### src/rtl/pipe_pkg.sv
// Shared types and constants for the pipeline sequencer: FSM encoding,
// the strobe bundle driven onto the pipeline register bank, and defaults.
package pipe_pkg;

  localparam int REG_W_DEF   = 5;
  localparam int MDU_LAT_DEF = 4;
  localparam int MDU_CNT_W   = 4;

  typedef enum logic [1:0] {
    ST_RUN      = 2'd0,
    ST_MDU_WAIT = 2'd1,
    ST_MDU_DONE = 2'd2
  } state_e;

  typedef struct packed {
    logic pc_load;
    logic ifid_load;
    logic ifid_clear;
    logic idex_load;
    logic idex_clear;
    logic exmem_load;
    logic exmem_clear;
    logic memwb_load;
    logic memwb_clear;
  } strobe_t;

  // Canned strobe patterns, one per pipeline condition.
  localparam strobe_t STRB_RUN     = '{1'b1, 1'b1, 1'b0, 1'b1, 1'b0, 1'b1, 1'b0, 1'b1, 1'b0};
  localparam strobe_t STRB_CLEAR   = '{1'b0, 1'b0, 1'b1, 1'b0, 1'b1, 1'b0, 1'b1, 1'b0, 1'b1};
  localparam strobe_t STRB_FREEZE  = '{1'b0, 1'b0, 1'b0, 1'b0, 1'b0, 1'b0, 1'b0, 1'b0, 1'b1};
  localparam strobe_t STRB_MDU     = '{1'b0, 1'b0, 1'b0, 1'b0, 1'b0, 1'b0, 1'b1, 1'b1, 1'b0};
  localparam strobe_t STRB_BRANCH  = '{1'b1, 1'b0, 1'b1, 1'b0, 1'b1, 1'b1, 1'b0, 1'b1, 1'b0};
  localparam strobe_t STRB_LOADUSE = '{1'b0, 1'b0, 1'b0, 1'b0, 1'b1, 1'b1, 1'b0, 1'b1, 1'b0};

  // True when any pipeline register is told to load and clear at once.
  function automatic logic strobe_conflict(input strobe_t s);
    return (s.ifid_load & s.ifid_clear) | (s.idex_load & s.idex_clear) |
           (s.exmem_load & s.exmem_clear) | (s.memwb_load & s.memwb_clear);
  endfunction

endpackage

### src/rtl/pipe_loaduse_detect.sv
// Load-use hazard detector: the load in EX writes a register the ID
// instruction is about to read. Register 0 is hard-wired and never hazards.
module pipe_loaduse_detect
  import pipe_pkg::*;
#(
  parameter int RegW = REG_W_DEF
) (
  input  logic [RegW-1:0] id_rs_i,
  input  logic [RegW-1:0] id_rt_i,
  input  logic            id_uses_rs_i,
  input  logic            id_uses_rt_i,
  input  logic            ex_memread_i,
  input  logic [RegW-1:0] ex_rd_i,
  output logic            hazard_o
);

  logic rs_hit_s;
  logic rt_hit_s;
  logic rd_nonzero_s;

  assign rs_hit_s     = id_uses_rs_i && (id_rs_i == ex_rd_i);
  assign rt_hit_s     = id_uses_rt_i && (id_rt_i == ex_rd_i);
  assign rd_nonzero_s = (ex_rd_i != {RegW{1'b0}});
  assign hazard_o     = ex_memread_i && rd_nonzero_s && (rs_hit_s || rt_hit_s);

endmodule

### src/rtl/pipe_ctrl.sv
// Central sequencer for the 5-stage pipeline register bank: resolves
// freeze / MDU / branch / load-use hazards and counts stalled cycles.
module pipe_ctrl
  import pipe_pkg::*;
#(
  parameter int RegW   = REG_W_DEF,
  parameter int MduLat = MDU_LAT_DEF,
  parameter int CntW   = 16
) (
  input  logic            clock,
  input  logic            clear,
  input  logic [RegW-1:0] id_rs,
  input  logic [RegW-1:0] id_rt,
  input  logic            id_uses_rs,
  input  logic            id_uses_rt,
  input  logic            ex_memread,
  input  logic [RegW-1:0] ex_rd,
  input  logic            ex_branch_taken,
  input  logic            ex_mdu_start,
  input  logic            mem_busy,
  output logic            pc_load,
  output logic            ifid_load,
  output logic            ifid_clear,
  output logic            idex_load,
  output logic            idex_clear,
  output logic            exmem_load,
  output logic            exmem_clear,
  output logic            memwb_load,
  output logic            memwb_clear,
  output logic [CntW-1:0] stall_cnt
);

  localparam logic [MDU_CNT_W-1:0] MduInit = MDU_CNT_W'(MduLat - 1);
  localparam logic [CntW-1:0]      CntMax  = {CntW{1'b1}};
  localparam logic [CntW-1:0]      CntOne  = {{(CntW-1){1'b0}}, 1'b1};

  state_e                 state_q, state_d;
  logic [MDU_CNT_W-1:0]   mdu_cnt_q, mdu_cnt_d;
  logic [CntW-1:0]        stall_cnt_q, stall_cnt_d;
  logic                   loaduse_s;
  logic                   mdu_stall_s;
  strobe_t                strb_s;

  pipe_loaduse_detect #(
    .RegW(RegW)
  ) u_loaduse (
    .id_rs_i      (id_rs),
    .id_rt_i      (id_rt),
    .id_uses_rs_i (id_uses_rs),
    .id_uses_rt_i (id_uses_rt),
    .ex_memread_i (ex_memread),
    .ex_rd_i      (ex_rd),
    .hazard_o     (loaduse_s)
  );

  // In MDU_DONE the MDU instruction is leaving EX, so its start flag is stale.
  assign mdu_stall_s = (state_q == ST_MDU_WAIT) ||
                       ((state_q == ST_RUN) && ex_mdu_start);

  // Strobe priority mux: clear > memory freeze > MDU > branch > load-use.
  always_comb begin
    strb_s = STRB_RUN;
    if (clear) begin
      strb_s = STRB_CLEAR;
    end else if (mem_busy) begin
      strb_s = STRB_FREEZE;
    end else if (mdu_stall_s) begin
      strb_s = STRB_MDU;
    end else if (ex_branch_taken) begin
      strb_s = STRB_BRANCH;
    end else if (loaduse_s) begin
      strb_s = STRB_LOADUSE;
    end else begin
      strb_s = STRB_RUN;
    end
  end

  assign pc_load     = strb_s.pc_load;
  assign ifid_load   = strb_s.ifid_load;
  assign ifid_clear  = strb_s.ifid_clear;
  assign idex_load   = strb_s.idex_load;
  assign idex_clear  = strb_s.idex_clear;
  assign exmem_load  = strb_s.exmem_load;
  assign exmem_clear = strb_s.exmem_clear;
  assign memwb_load  = strb_s.memwb_load;
  assign memwb_clear = strb_s.memwb_clear;
  assign stall_cnt   = stall_cnt_q;

  // Next-state logic. The MDU countdown runs even under a memory freeze so
  // the MDU latency is not stretched by data-memory waits.
  always_comb begin
    state_d   = state_q;
    mdu_cnt_d = mdu_cnt_q;
    if (clear) begin
      state_d   = ST_RUN;
      mdu_cnt_d = {MDU_CNT_W{1'b0}};
    end else begin
      case (state_q)
        ST_RUN: begin
          if (ex_mdu_start && !mem_busy) begin
            if (MduLat == 1) begin
              state_d   = ST_MDU_DONE;
              mdu_cnt_d = {MDU_CNT_W{1'b0}};
            end else begin
              state_d   = ST_MDU_WAIT;
              mdu_cnt_d = MduInit;
            end
          end else begin
            state_d = ST_RUN;
          end
        end
        ST_MDU_WAIT: begin
          mdu_cnt_d = mdu_cnt_q - 4'd1;
          if (mdu_cnt_q == 4'd1) begin
            state_d = ST_MDU_DONE;
          end else begin
            state_d = ST_MDU_WAIT;
          end
        end
        ST_MDU_DONE: begin
          if (mem_busy) begin
            state_d = ST_MDU_DONE;
          end else begin
            state_d = ST_RUN;
          end
        end
        default: begin
          state_d   = ST_RUN;
          mdu_cnt_d = {MDU_CNT_W{1'b0}};
        end
      endcase
    end
  end

  // Saturating count of cycles in which the PC was held.
  always_comb begin
    stall_cnt_d = stall_cnt_q;
    if (clear) begin
      stall_cnt_d = {CntW{1'b0}};
    end else if (!strb_s.pc_load && (stall_cnt_q != CntMax)) begin
      stall_cnt_d = stall_cnt_q + CntOne;
    end else begin
      stall_cnt_d = stall_cnt_q;
    end
  end

  // State registers; clear is folded into the next-state terms above.
  always_ff @(posedge clock) begin
    state_q     <= state_d;
    mdu_cnt_q   <= mdu_cnt_d;
    stall_cnt_q <= stall_cnt_d;
  end

endmodule

### config.mk
export PLATFORM = sky130hd
export DESIGN_NAME = pipe_ctrl
export DESIGN_NICKNAME = d
export VERILOG_FILES = /design/src/rtl/pipe_pkg.sv /design/src/rtl/pipe_loaduse_detect.sv /design/src/rtl/pipe_ctrl.sv
export SDC_FILE = /design/constraint.sdc
export NUM_CORES = 1
export LEC_CHECK = 0
export ABC_AREA = 1
export BUFFER_PORTS_ARGS = -buffer_cell sky130_fd_sc_hd__buf_2
export CAP_MARGIN = 20
export CORE_MARGIN = 2
export CORE_UTILIZATION = 55
export DETAILED_ROUTE_END_ITERATION = 8
export PLACE_DENSITY_LB_ADDON = 0.1
export SYNTH_ARGS = -nofsm -noshare
export SYNTH_HDL_FRONTEND = slang
export SYNTH_SLANG_ARGS = --single-unit
### constraint.sdc
create_clock -name clock -period 4.8 [get_ports clock]
set_input_delay 0.48 -clock clock [delete_from_list [all_inputs] [get_ports clock]]
set_output_delay 0.48 -clock clock [all_outputs]
set_load 0.01 [all_outputs]
# Word level (Yosys, flattened, before mapping)
# Index checks and enable logic that the tools add are counted.
dict set report word_totals {
  out_inout_bits 25
  elab_cells 38
  ff_bits 22
  input_bits 23
}
dict set report op_classes {
  n_addsub 2
  n_reduce_logical 14
  mux 11
  n_eq_ne 7
  bitwise_logic 1
}
# operator n
set op_table {}
lappend op_table {{9-bit 2-to-1 mux} 5}
lappend op_table {{16-bit by 1-bit adder with 16-bit output, second input constant} 1}
lappend op_table {{16-bit != test, second input constant} 1}
lappend op_table {{4-bit case mux with 3 select lines} 1}
lappend op_table {{5-bit == test} 2}
lappend op_table {{1-bit logical AND} 7}
lappend op_table {{2-bit case mux with 3 select lines} 1}
lappend op_table {{5-bit nonzero test} 1}
lappend op_table {{4-bit by 1-bit == test with 1-bit output, second input constant} 1}
lappend op_table {{2-bit 2-to-1 mux} 2}
lappend op_table {{4-bit 2-to-1 mux} 1}
lappend op_table {{4-bit by 1-bit subtractor with 4-bit output, second input constant} 1}
lappend op_table {{2-bit by 1-bit == test with 1-bit output, second input constant} 1}
lappend op_table {{2-bit == test, second input constant} 1}
lappend op_table {{1-bit logical NOT} 2}
lappend op_table {{2-bit logical NOT} 1}
lappend op_table {{1-bit logical OR} 2}
lappend op_table {{2-bit by 1-bit != test with 1-bit output, second input constant} 1}
lappend op_table {{2-bit AND reduction} 1}
lappend op_table {{1-bit 2-to-1 mux} 1}
lappend op_table {{1-bit inverter} 1}

# Longest topological paths before layout
# Gate-level depths: netlist of run 1.
dict set report logic_depth {
  word_depth 11
  depth_mapped 12
  mapped_depth_nobuf 11
}

# By module
# From an unflattened synthesis of run 1, not the netlist that was laid out.
dict set report hier_totals {
  cells_unflattened 258
  hier_area_um2 1620.3
}
# mod area_per_inst_um2 cells_each n_inst seq_area_each_um2
set by_module_without_submodules {}
lappend by_module_without_submodules {pipe_ctrl 1403.8 203 1 440.4}
lappend by_module_without_submodules {pipe_loaduse_detect 216.5 55 1 0.0}

# Worst setup path after synthesis of run 1
# No wires, ideal clock.
dict set report synth_timing {
  path_type {in2out}
  from {input ex_mdu_start}
  to {output pc_load}
  path_buffers 1
  path_stages 6
  arrival_ns 1.435
  slack_ns 2.885
  required_ns 4.320
  cell_sequence {o21ai_1 nand2_1 nor2_1 nand2_2 buf_2 inv_1}
}
dict set report synth_between {
  elab_chain_len 5
}
# element line
set synth_lines {}
lappend synth_lines {{from (decl)} pipe_ctrl.sv:19} ;# input logic ex_mdu_start,
lappend synth_lines {{1-bit logical AND} pipe_ctrl.sv:58} ;# ((state_q == ST_RUN) && ex_mdu_start);
lappend synth_lines {{1-bit logical OR} pipe_ctrl.sv:57} ;# assign mdu_stall_s = (state_q == ST_MDU_WAIT) ||
lappend synth_lines {{9-bit 2-to-1 mux} pipe_ctrl.sv:67} ;# end else if (mdu_stall_s) begin
lappend synth_lines {{9-bit 2-to-1 mux} pipe_ctrl.sv:65} ;# end else if (mem_busy) begin
lappend synth_lines {{9-bit 2-to-1 mux} pipe_ctrl.sv:63} ;# if (clear) begin
lappend synth_lines {{to (decl)} pipe_ctrl.sv:21} ;# output logic pc_load,
# Every way passes these cells.

# Worst setup path in the final report of run 1
dict set report layout_timing {
  from {register state_q[1]}
  to {output pc_load}
}
dict set report layout_between {
  elab_chain_len 6
  elab_cells_between_ends 7
  cone_classes {eq/ne: 1; mux: 3; reduce/logical: 3}
}
# element line
set layout_lines {}
lappend layout_lines {{from (decl)} pipe_ctrl.sv:37} ;# state_e state_q, state_d;
lappend layout_lines {{from (signal assigned)} pipe_ctrl.sv:149} ;# state_q <= state_d;
lappend layout_lines {{2-bit logical NOT} pipe_ctrl.sv:58}
lappend layout_lines {{1-bit logical AND} pipe_ctrl.sv:58}
lappend layout_lines {{1-bit logical OR *} pipe_ctrl.sv:57}
lappend layout_lines {{9-bit 2-to-1 mux *} pipe_ctrl.sv:67}
lappend layout_lines {{9-bit 2-to-1 mux *} pipe_ctrl.sv:65}
lappend layout_lines {{9-bit 2-to-1 mux *} pipe_ctrl.sv:63}
# Every way passes the cells marked *; elsewhere a longest branch is shown, timed or not.

==> impl_metrics.json, run 1 <==
{
  "core_area_um2": 2686,
  "critPathLaunch": "state_q[1]",
  "period_share": 0.4397,
  "hold_class": "reg -> reg",
  "first_global_vias": 1493,
  "grt_max_degree": 26,
  "p_total_uw": 346.9,
  "ir_worst_vdd_uv": 136.0,
  "clk_latency_ns": 0.30,
  "drv_cap": 0,
  "portBuffers": 47,
  "netlist_top_cells_area": "dfxtp_1 (29%), nand2_1 (16%), nand3_1 (9.5%)",
  "leakagePower_nw": 0.8849,
  "via_per_inst": 5.095,
  "r2r-end": "stall_cnt[12]",
  "skew_ns": 0.006786,
  "max_freq_ghz": 0.4738,
  "drive_gt1_frac": 0.2203,
  "start_util": 0.5692,
  "nFillCells": 268,
  "regArea_um2": 440.4,
  "grt_pass1_wl_um": 5747,
  "syn_area_per_cell_um2": 6.292,
  "cts_buffers": 3,
  "ios": 48,
  "cts.clk_slew.worst_paths_ns": 0.11,
  "final_common_cell": "nand2_1",
  "numClockSinks": 22,
  "wirelength_um": 3315,
  "drc": 0,
  "synth_top_area_share": 0.2881,
  "dr.pass1.iters": 4,
  "setup_tns_ns": 0,
  "gp_congestion": 0.8108,
  "netlist_instances": 243,
  "die_area_um2": 3218,
  "post_cts_resized": 0,
  "cts.path.max_buffers": 2,
  "cp-end-kind": "primary output",
  "tritoncts": "yes",
  "arrival_ns": 1.63,
  "final_nets": 314,
  "gr-total-overflow": 0,
  "r2r-start": "stall_cnt[0]",
  "finalWorstSetupSlack_ns": 2.689,
  "reg2reg_depth": 9,
  "die-height_um": 56.73,
  "holdWs_ns": 0.4746,
  "cts_hold_buffers": 0,
  "ys_ff_latch": 22,
  "cts_setup_buffers": 0,
  "tightest_slew_ns": 0.4514,
  "htree_levels": 1,
  "setup_viol": 0,
  "critPathKind": "reg -> out",
  "hpwl_um": 2621,
  "final_cell_mix": "nand2_1 (67), buf_2 (47), nand3_1 (29)",
  "cp-start-kind": "flop",
  "synth_area_um2": 1529,
  "relSlewSlack": 0.6991,
  "seq_area_frac_synth": 0.2881,
  "crit_required_ns": 4.32,
  "track_usage": 0.2171,
  "multi_input_area_um2": 928.4,
  "first_iter_violations": 72,
  "setup.worst_path.end": "pc_load",
  "ant_nets": 0,
  "row_count": 19,
  "num_vias": 1615,
  "diodes": 0,
  "synth_cell_types": 27,
  "die_w_um": 56.73,
  "syn_to_final_growth_pct": 16.78,
  "r2r_slack_ns": 2.76,
  "rsz0062_at_grt": "false",
  "path_max_fanout": 19,
  "place_ws_ns": 2.719,
  "antenna_found_initial": 0,
  "clock-root-buffer": "clkbuf_4",
  "p_per_area_nw_per_um2": 194.3,
  "hold_viol": 0,
  "wire_per_inst_um": 10.46,
  "finalMaxSlewViolations": 0,
  "yosysWarnings": 0,
  "outcome": "finished clean",
  "layout_min_cycle_time_ns": 2.111,
  "syn_nets": 269,
  "yosysTopAreaCell": "dfxtp_1"
}
final cells by class:
cell class	instances	area share
Tap cell	31	0.02172
Sequential cell	22	0.2467
Timing Repair Buffer	47	0.1317
Clock buffer	3	0.01261
Multi-Input combinational cell	182	0.5200
Inverter	32	0.06727
flip-flops by register name (all words and copies together), names as in the netlist:
| signal | flops |
|---|---|
| mdu_cnt_q | 4 |
| stall_cnt | 16 |
| state_q | 2 |
worst max-delay path, cell delays in order (launching register included):
cell     delay [ns]
dfxtp_1        0.38
inv_1          0.08
o21ai_1        0.12
nand2_1        0.11
nor2_1         0.15
nand2_2        0.26
inv_1          0.10
buf_2          0.13
cell families after synthesis:
logic type,share of synthesized area
adders and majority gates,0.02455
buffers and inverters,0.1048
and+or+nand+nor,0.3977
AOI/OAI and AO/OA,0.1047
DFF,0.2881
xor gates and xnor gates,0.08020
metrics by stage:
stage / cells / util / area [um^2]
4_1_cts: 317 / 0.6646 / 1785
3_5_place_dp: 314 / 0.6563 / 1763
6_report: 317 / 0.6646 / 1785
3_3_place_gp: 314 / 0.6563 / 1763
2_1_floorplan: 243 / - / 1529
5_1_grt: 317 / 0.6646 / 1785
power by group:
group | switching [mW] | internal [mW]
clock | 0.0517 | 0.0292
combinational | 0.0423 | 0.0286
sequential | 0.00593 | 0.189
total | 0.100 | 0.247
metal layers:
layer	global-route usage	up-vias	share of wire
met4	0.04082	0	0.0057
li1	-	873	-
met1	0.2465	709	0.45
met5	0	-	0
met2	0.4103	31	0.51
met3	0.04839	2	0.039
how the worst min path moves through the flow:
| stage | start | endpoint | slack (ns) | cells after the start |
|---|---|---|---|---|
| after floorplan | mdu_cnt_q[3] | mdu_cnt_q[3] | 0.44 | 2 |
| after global placement | mdu_cnt_q[3] | mdu_cnt_q[3] | 0.45 | 2 |
| after detailed placement | mdu_cnt_q[3] | mdu_cnt_q[3] | 0.46 | 2 |
| after CTS | mem_busy | state_q[1] | 0.47 | 3 |
| after global routing | mem_busy | state_q[1] | 0.46 | 3 |
| final | mdu_cnt_q[3] | mdu_cnt_q[3] | 0.47 | 2 |
cells in the mapped netlist (all sizes together):
| cell | count |
|---|---|
| a211oi | 1 |
| a21oi | 22 |
| a31oi | 2 |
| buf | 4 |
| clkbuf | 3 |
| dfxtp | 22 |
| ha | 3 |
| inv | 32 |
| nand2 | 70 |
| nand3 | 29 |
| nand4 | 6 |
| nor2 | 24 |
| nor3 | 3 |
| nor3b | 1 |
| o21ai | 6 |
| or2 | 1 |
| xnor2 | 6 |
| xor2 | 8 |
No activity file was read; power rests on OpenSTA's default activity.
==> run 2: changes to the inputs <==
--- a/config.mk
+++ b/config.mk
@@ -5,11 +5,11 @@
 export SDC_FILE = /design/constraint.sdc
 export NUM_CORES = 1
 export LEC_CHECK = 0
-export ABC_AREA = 1
+export ABC_AREA = 0
 export BUFFER_PORTS_ARGS = -buffer_cell sky130_fd_sc_hd__buf_2
 export CAP_MARGIN = 20
 export CORE_MARGIN = 2
-export CORE_UTILIZATION = 55
+export CORE_UTILIZATION = 50
 export DETAILED_ROUTE_END_ITERATION = 8
 export PLACE_DENSITY_LB_ADDON = 0.1
 export SYNTH_ARGS = -nofsm -noshare
==> constraint.sdc (replaced) <==
create_clock -name clock -period 2.15 [get_ports clock]
set_input_delay 0.215 -clock clock [delete_from_list [all_inputs] [get_ports clock]]
set_output_delay 0.215 -clock clock [all_outputs]
set_load 0.01 [all_outputs]
==> run 2 against run 1 <==
  * Clock power grew to 2.9 times the previous value
  * Synthesized cell count is 32% lower
  * Count of clock-buffer cells in the layout is 1 higher
  * Register-to-register slack worse by 2.6 ns
  * Utilization is 3.8 points lower
  * Combinational power is 140% higher
  * Critical path depth stayed put
  * Final cell count is 24% lower
  * Power is 140% higher
  * Die area is 5.4% higher
  * First-iteration DRC count is 6.9% higher
  * Largest cell class unchanged
  * Largest power group unchanged
==> impl_metrics.json, run 2 <==
{
  "outcome": "finished clean",
  "finalMaxSlewViolations": 0,
  "gp_congestion": 0.8172,
  "regArea_um2": 440.4,
  "drc": 0,
  "period_share": 0.9245,
  "multi_input_area_um2": 923.4,
  "netlist_instances": 165,
  "final_common_cell": "buf_2",
  "ys.flop_type": "dfxtp_1",
  "synthAdderAreaFrac": 0.02553,
  "die-height_um": 58.23,
  "setup_tns_ns": 0,
  "final_nets": 238,
  "cp-end-kind": "flop",
  "numClockSinks": 22,
  "cts_buffers": 3,
  "post-route-cell-area_um2": 1743,
  "antenna_found_initial": 0,
  "hold_viol": 0,
  "hpwl_um": 2367,
  "synth_compound_area_frac": 0.2051,
  "hold_class": "in -> reg",
  "synth_top_area_share": 0.2996,
  "first_iter_violations": 77,
  "yosysWarnings": 0,
  "ir_worst_vdd_uv": 292.6,
  "yosysTopAreaCell": "dfxtp_1",
  "synthSimpleGateAreaFrac": 0.3072,
  "wire_per_inst_um": 13.47,
  "syn_to_final_growth_pct": 18.55,
  "synth_xor_area_frac": 0.05957,
  "drv_cap": 0,
  "synthMuxAreaShare": 0.03064,
  "start_util": 0.5286,
  "netlist_top_cells_area": "dfxtp_1 (30%), xnor2_1 (6.0%), o31ai_1 (5.1%)",
  "synth_top_family_by_area": "simple AND/OR/NAND/NOR gates",
  "ant_nets": 0,
  "grt_max_degree": 31,
  "max_freq_ghz": 0.5031,
  "cts_hold_buffers": 0,
  "row_count": 19,
  "dr.pass1.iters": 4,
  "ys_ff_latch": 22,
  "die_area_um2": 3390,
  "async_reset_ff_frac": 0,
  "diodes": 0,
  "cts_setup_buffers": 0,
  "synth_edf_count": 0,
  "num_vias": 1418,
  "rsz0062_at_grt": "false",
  "tightest_slew_ns": 0.5601,
  "post_cts_resized": 0,
  "layout_min_cycle_time_ns": 1.988,
  "synth_area_um2": 1470,
  "final_cell_mix": "buf_2 (47), dfxtp_1 (22), a21oi_1 (12)",
  "syn_area_per_cell_um2": 8.910,
  "grt_pass1_wl_um": 5361,
  "synth_most_common_cell": "dfxtp_1",
  "gr-total-overflow": 0,
  "leakagePower_nw": 0.7238,
  "synth_cell_types": 48,
  "largest_register_ff_count": 16,
  "die_w_um": 58.23,
  "p_per_area_nw_per_um2": 482.6,
  "nFillCells": 231,
  "synthTopCellsByCount": "dfxtp_1 (22), a21oi_1 (12), nor2_1 (11), o31ai_1 (10), xnor2_1 (10)",
  "arrival_ns": 2.19,
  "relSlewSlack": 0.6258,
  "crit_required_ns": 2.35,
  "first_global_vias": 1277,
  "syn_nets": 191,
  "drive_gt1_frac": 0.3697,
  "wirelength_um": 3259,
  "via_per_inst": 5.860,
  "setup_viol": 0,
  "cp-start-kind": "flop",
  "cts.clk_slew.worst_paths_ns": 0.13,
  "critPathKind": "reg -> reg",
  "tritoncts": "yes",
  "htree_levels": 1,
  "postPlaceCellArea_um2": 1707,
  "skew_ns": 0.004275,
  "clock-root-buffer": "clkbuf_4",
  "track_usage": 0.1954,
  "seq_area_frac_synth": 0.2996,
  "ios": 48,
  "portBuffers": 47,
  "core_area_um2": 2781,
  "cts.path.max_buffers": 2,
  "path_max_fanout": 13,
  "clk_latency_ns": 0.31
}
-- run 2: power by group --
group,total [mW],switching [mW],internal [mW]
sequential,0.440,0.0185,0.422
clock,0.233,0.130,0.103
combinational,0.167,0.0874,0.0799
total,0.841,0.236,0.605
-- run 2: through the flow --
step           hold slack [ns]  total power, mW  instances    util  setup slack, ns
2_1_floorplan           0.3816           0.5587        165       -           0.1921
3_3_place_gp            0.4763           0.6097        238  0.6136           0.2244
3_5_place_dp            0.4814           0.6168        238  0.6136           0.2061
4_1_cts                 0.1963           0.8497        242  0.6266           0.1855
5_1_grt                 0.1943           0.8873        242  0.6266          0.01318
6_report                0.2114           0.8412        242  0.6266           0.1623
-- run 2: per-layer routing --
metal,GRT usage,share of wire,up-vias
met5,0,0,-
met4,0.05980,0,0
met3,0.02902,0.050,0
met2,0.3360,0.48,47
met1,0.2517,0.47,664
li1,-,-,707
-- run 2: cells by family after synthesis --
group           Yosys count
compound gates           42
buf+inv                  16
fa+ha+maj                 3
simple gates             69
xor+xnor                 10
flops                    22
mux                       3
-- run 2: layout make-up --
class	count	share of cell area
Timing Repair Buffer	51	0.1594
Sequential cell	22	0.2527
Clock buffer	4	0.02082
Tap cell	31	0.02225
Inverter	7	0.01508
Multi-Input combinational cell	127	0.5298
-- run 2: critical path, cell delays in order (launching register included) --
cell and delay [ns]:
dfxtp_1 0.44, and3_1 0.20, and2_1 0.22, nand3_2 0.16, nor3_4 0.39, buf_4 0.26, or4_1 0.14, a21oi_1 0.06
-- run 2: path summary, 6_finish.rpt --
check,startpoint,to,slack [ns],depth (start not counted)
min,mem_busy,state_q[1],0.21,3
min reg2reg,stall_cnt[11],stall_cnt[11],0.50,2
max,stall_cnt[8],stall_cnt[4],0.16,7
max reg2reg,stall_cnt[8],stall_cnt[4],0.16,7
